===== src/rtl/line_read_buffer.sv =====
// Single-entry read line buffer between the LC-3b data port and the 128-bit memory bus.
// A read miss fetches the whole line and keeps it for later hits. CPU writes to the line invalidate it.
module line_read_buffer (
    input  logic         clk,
    input  logic         reset,
    input  logic         mem_read,
    input  logic         mem_write,
    input  logic [15:0]  mem_address,
    output logic [15:0]  mem_rdata,
    output logic         mem_resp,
    output logic         pmem_read,
    output logic [15:0]  pmem_address,
    input  logic [127:0] pmem_rdata,
    input  logic         pmem_resp
);

    typedef enum logic [1:0] {
        IDLE,
        FETCH,
        RESPOND
    } state_t;

    state_t       state;
    logic [127:0] buf_line;
    logic [11:0]  buf_tag;
    logic         buf_valid;
    logic [11:0]  req_tag;
    logic         discard;

    logic [11:0]  addr_tag;
    logic [2:0]   word_sel;
    logic         buf_hit;
    logic         req_write;
    logic         unused_byte_bit;

    assign addr_tag  = mem_address[15:4];
    assign word_sel  = mem_address[3:1];
    assign buf_hit   = buf_valid && (addr_tag == buf_tag);
    assign req_write = mem_write && (addr_tag == req_tag);

    // Bit 0 selects a byte inside the word; the datapath handles that.
    assign unused_byte_bit = mem_address[0];

    function automatic logic [15:0] select_word(input logic [127:0] line, input logic [2:0] sel);
        return line[{sel, 4'b0000} +: 16];
    endfunction

    always_ff @(posedge clk or posedge reset) begin
        if (reset) begin
            state        <= IDLE;
            buf_line     <= '0;
            buf_tag      <= '0;
            buf_valid    <= 1'b0;
            req_tag      <= '0;
            discard      <= 1'b0;
            mem_rdata    <= 16'h0000;
            mem_resp     <= 1'b0;
            pmem_read    <= 1'b0;
            pmem_address <= 16'h0000;
        end else begin
            case (state)
                IDLE: begin
                    mem_resp <= 1'b0;
                    if (mem_write && buf_hit) begin
                        buf_valid <= 1'b0;
                    end
                    // A simultaneous write wins, so a read with write is always served from memory.
                    if (mem_read) begin
                        if (buf_hit && !mem_write) begin
                            mem_rdata <= select_word(buf_line, word_sel);
                            mem_resp  <= 1'b1;
                            state     <= RESPOND;
                        end else begin
                            req_tag      <= addr_tag;
                            discard      <= 1'b0;
                            pmem_read    <= 1'b1;
                            pmem_address <= {addr_tag, 4'b0000};
                            state        <= FETCH;
                        end
                    end
                end

                FETCH: begin
                    if (req_write) begin
                        discard <= 1'b1;
                    end
                    // The word offset is taken from the address present when the line arrives.
                    if (pmem_resp) begin
                        mem_rdata <= select_word(pmem_rdata, word_sel);
                        buf_line  <= pmem_rdata;
                        buf_tag   <= req_tag;
                        buf_valid <= !discard && !req_write;
                        pmem_read <= 1'b0;
                        mem_resp  <= 1'b1;
                        state     <= RESPOND;
                    end
                end

                RESPOND: begin
                    mem_resp <= 1'b0;
                    if (mem_write && buf_hit) begin
                        buf_valid <= 1'b0;
                    end
                    state <= IDLE;
                end

                default: begin
                    mem_resp  <= 1'b0;
                    pmem_read <= 1'b0;
                    state     <= IDLE;
                end
            endcase
        end
    end

endmodule


===== config.mk =====
export PLATFORM = sky130hd
export DESIGN_NAME = line_read_buffer
export DESIGN_NICKNAME = d
export VERILOG_FILES = /design/src/rtl/line_read_buffer.sv
export SDC_FILE = /design/constraint.sdc
export NUM_CORES = 1
export LEC_CHECK = 0
export ABC_AREA = 1
export CELL_PAD_IN_SITES_DETAIL_PLACEMENT = 1
export CELL_PAD_IN_SITES_GLOBAL_PLACEMENT = 2
export CORE_MARGIN = 1.5
export CORE_UTILIZATION = 39
export CTS_BUF_LIST = sky130_fd_sc_hd__clkbuf_8 sky130_fd_sc_hd__clkbuf_16
export CTS_CLUSTER_SIZE = 28
export DETAILED_ROUTE_END_ITERATION = 10
export DONT_BUFFER_PORTS = 1
export PLACE_DENSITY = 0.85
export SLEW_MARGIN = 20
export SYNTH_ARGS = -nofsm -noshare
export SYNTH_HDL_FRONTEND = slang
export SYNTH_SLANG_ARGS = --single-unit

===== constraint.sdc =====
create_clock -name clk -period 9.1 [get_ports clk]
set_input_delay 0.91 -clock clk [delete_from_list [all_inputs] [get_ports clk]]
set_output_delay 0.91 -clock clk [all_outputs]
set_load 0.02 [all_outputs]

==> results.toml <==
[sta]
fin_crit_ns = 3.30
tns_ns = 0
hold_viol_final = 0
fmax_mhz = 303
worstMarginPinSlew_ns = 1.00
rsz0062_at_grt = "false"
maxSlewHeadroom_pct = 33.2
finClkSkew_ns = 0.0173
post-route-period-util_pct = 36.3
final-setup-viol-count = 0
drv_slew = 0

[cells_and_area]
seq_area_um2 = 4350
final_util_pct = 42.6
layout-drive-gt1-share_pct = 6.35
syn_to_final_growth_pct = 6.97
finalNonFillerCells = 1600
multi_input_area_um2 = 4330
fin_area_um2 = 10400
fin_nets = 1411
fillers = 3044

[route]
routed.top_layer = "met4"
postRouteAntennaNets = 0
wl_met1_um = 14100
first_iter_violations = 564
wl_met2_um = 14800
drcViolationCount = 0
wl_per_cell_um = 19.3
routed_wl_um = 30900
via_per_inst = 5.27
num_vias = 8431
dr.pass1.iters = 5
met3_length_um = 1680

[setup_path]
rr_worst_depth = 8
path_max_fanout = 153
cp-start-kind = "flip-flop"
r2r_slack_ns = 5.80
crit_type = "flip-flop to flip-flop"
required_ns = 9.43
r2r_start = "state[1]"
r2r-end = "mem_rdata[10]"
endpoint_kind = "flip-flop"
worst_ep_arrival_time_ns = 3.63

[floorplanning]
start_util_pct = 39.9
core_area_um2 = 24500
die_h_um = 161
fp.dieArea_um2 = 26000
row_count = 57
ioPinCount = 183
die_w_um = 161

[power_and_ir_drop]
power_density_nw_per_um2 = 345
comb_power_share_pct = 38.7
vdd_drop_max_mv = 0.220
clkPwrFrac_pct = 21.3
p_sw_share_pct = 42.9
seq_power_share_pct = 40.0
p_int_mw = 2.05
leakagePower_nw = 5.33
p_switching_mw = 1.54

[synthesis]
synth-edff-count = 0
async_flop_share_pct = 100
yosys_warnings = 0
synth_area_per_cell_um2 = 7.38
synthCells = 1321
ys.flop_type = "dfrtp_1"
synth_cell_types = 27
ys_seq_area_share_pct = 44.6
synth_area_um2 = 9750
ys_seq_elements = 174

[global_routing]
grt_remaining_overflow = 0
grt_max_degree = 154
grt_pass1_vias = 8423
antenna_found_initial = 1
grt.total_usage_pct = 24.6
grt_pass1_wl_um = 48800

[clock_network]
cts_resized = 0
cts_root_buf = "clkbuf_16"
cts_max_path_buffers = 2
clock_latency_ns = 0.44
cts_buffers = 17
cts.sinks = 174
cts_setup_buffers = 0
cts.clk_slew.worst_paths_ns = 0.07
tritoncts = "yes"
holdBufCountCts = 0
htreeDepth = 4

[min_path]
hp-class = "flip-flop to flip-flop"
min_to = "buf_line[31]"
hold_start = "buf_line[31]"
whs_path_depth = 2

[place]
dpl_cell_area_um2 = 9830
gp_congestion = 0.802
port-buffer-count = 0
dp_hpwl_um = 21500
dpl.cell_count = 1567

[status]
status = "finished clean"

[flow_run]
cap_violations = 0
==> flip-flops by register name, summed over array words and instances, names as in the netlist <==
register / flops
discard: 1
mem_rdata: 16
buf_line: 128
state: 2
pmem_address: 12
mem_resp: 1
buf_tag: 12
pmem_read: 1
buf_valid: 1
==> metal layers <==
metal / vias to the layer above / global-route usage (%)
met5: - / 0
met4: 0 / 5.30
met3: 13 / 6.16
met2: 195 / 39.5
met1: 4121 / 33.5
li1: 4102 / -
==> critical path: stages (launching register included) <==
cell and delay (ns):
dfrtp_1 0.40, inv_1 0.14, nand2_8 0.56, buf_4 0.73
nor2_1 0.22, nor2_2 0.62, nand2_4 0.26, nand2_1 0.12
nand2_1 0.06
==> metrics by stage <==
stage | worst slack, ns | hold slack [ns] | power (mW)
2_1_floorplan | 3.47 | 0.453 | 2.51
3_3_place_gp | 5.92 | 0.466 | 2.77
3_5_place_dp | 5.83 | 0.473 | 2.85
4_1_cts | 5.83 | 0.489 | 3.63
5_1_grt | 5.48 | 0.512 | 3.91
6_report | 5.80 | 0.484 | 3.59
==> cell usage in the layout (no fill, tap or decap), types with 3 or more instances in the layout <==
master and count:
a21oi_1 29, buf_4 6, clkbuf_16 17, clkinv_4 3, conb_1 4, dfrtp_1 174, inv_1 177, inv_2 4
inv_6 5, mux2_1 14, mux2_2 29, nand2_1 407, nand3_1 124, nand4_1 16, nor2_1 26, o211ai_1 36
o21ai_0 177, o22ai_1 3, xnor2_1 4
==> area by class of cell <==
| type | instances | share of cell area, % |
|---|---|---|
| repair buffers | 6 | 0.432 |
| clock inverters | 13 | 1.44 |
| multi-input cells | 881 | 41.5 |
| diodes | 1 | 0.0240 |
| flip-flops and latches | 174 | 41.7 |
| inverters | 182 | 6.60 |
| well taps | 324 | 3.89 |
| clock buffers | 19 | 4.34 |
==> how the worst max path moves through the flow <==
stage / start / to / slack (ns) / cells after the start
floorplan: reset / buf_line[0] / 3.47 / 1
global placement: state[1] / mem_rdata[7] / 5.92 / 8
detailed placement: state[1] / mem_rdata[10] / 5.83 / 8
CTS: state[1] / mem_rdata[1] / 5.83 / 8
global route: state[1] / mem_rdata[10] / 5.48 / 8
finish: state[1] / mem_rdata[10] / 5.80 / 8
==> cell families after synthesis <==
kind of cell / after synthesis / share of synthesized area [%]
simple gates: 582 / 24.9
buf+inv: 269 / 11.3
compound gates: 246 / 13.6
flops: 174 / 44.6
mux: 43 / 4.97
xor+xnor: 6 / 0.539
other cells: 1 / 0.0385
==> power by group through the flow <==
stage / combinational, mW / clock (mW) / sequential [mW]
finish: 1.39 / 0.766 / 1.44
floorplan: 1.12 / 0 / 1.38
CTS: 1.41 / 0.784 / 1.44
global route: 1.61 / 0.813 / 1.49
detailed placement: 1.40 / 0 / 1.45
global placement: 1.35 / 0 / 1.43
==> synth_stat cells, types with 2 or more instances <==
cell type	number	area (um2)
nand4_1	16	100
xnor2_1	4	35.0
nor2_1	26	97.6
buf_1	8	30.0
o22ai_1	3	18.8
nand2_4	2	22.5
o21ai_0	177	886
mux2_2	29	327
mux2_1	14	158
nand3_2	2	20.0
nor2_2	2	12.5
clkbuf_1	41	154
nand2_2	2	12.5
nand3_1	124	621
inv_1	178	668
buf_2	21	105
xor2_1	2	17.5
nand2_1	407	1530
dfrtp_1	174	4350
a21oi_1	29	145
inv_2	4	15.0
o211ai_1	36	270
buf_4	16	120
No activity file was read; power rests on OpenSTA's default activity.
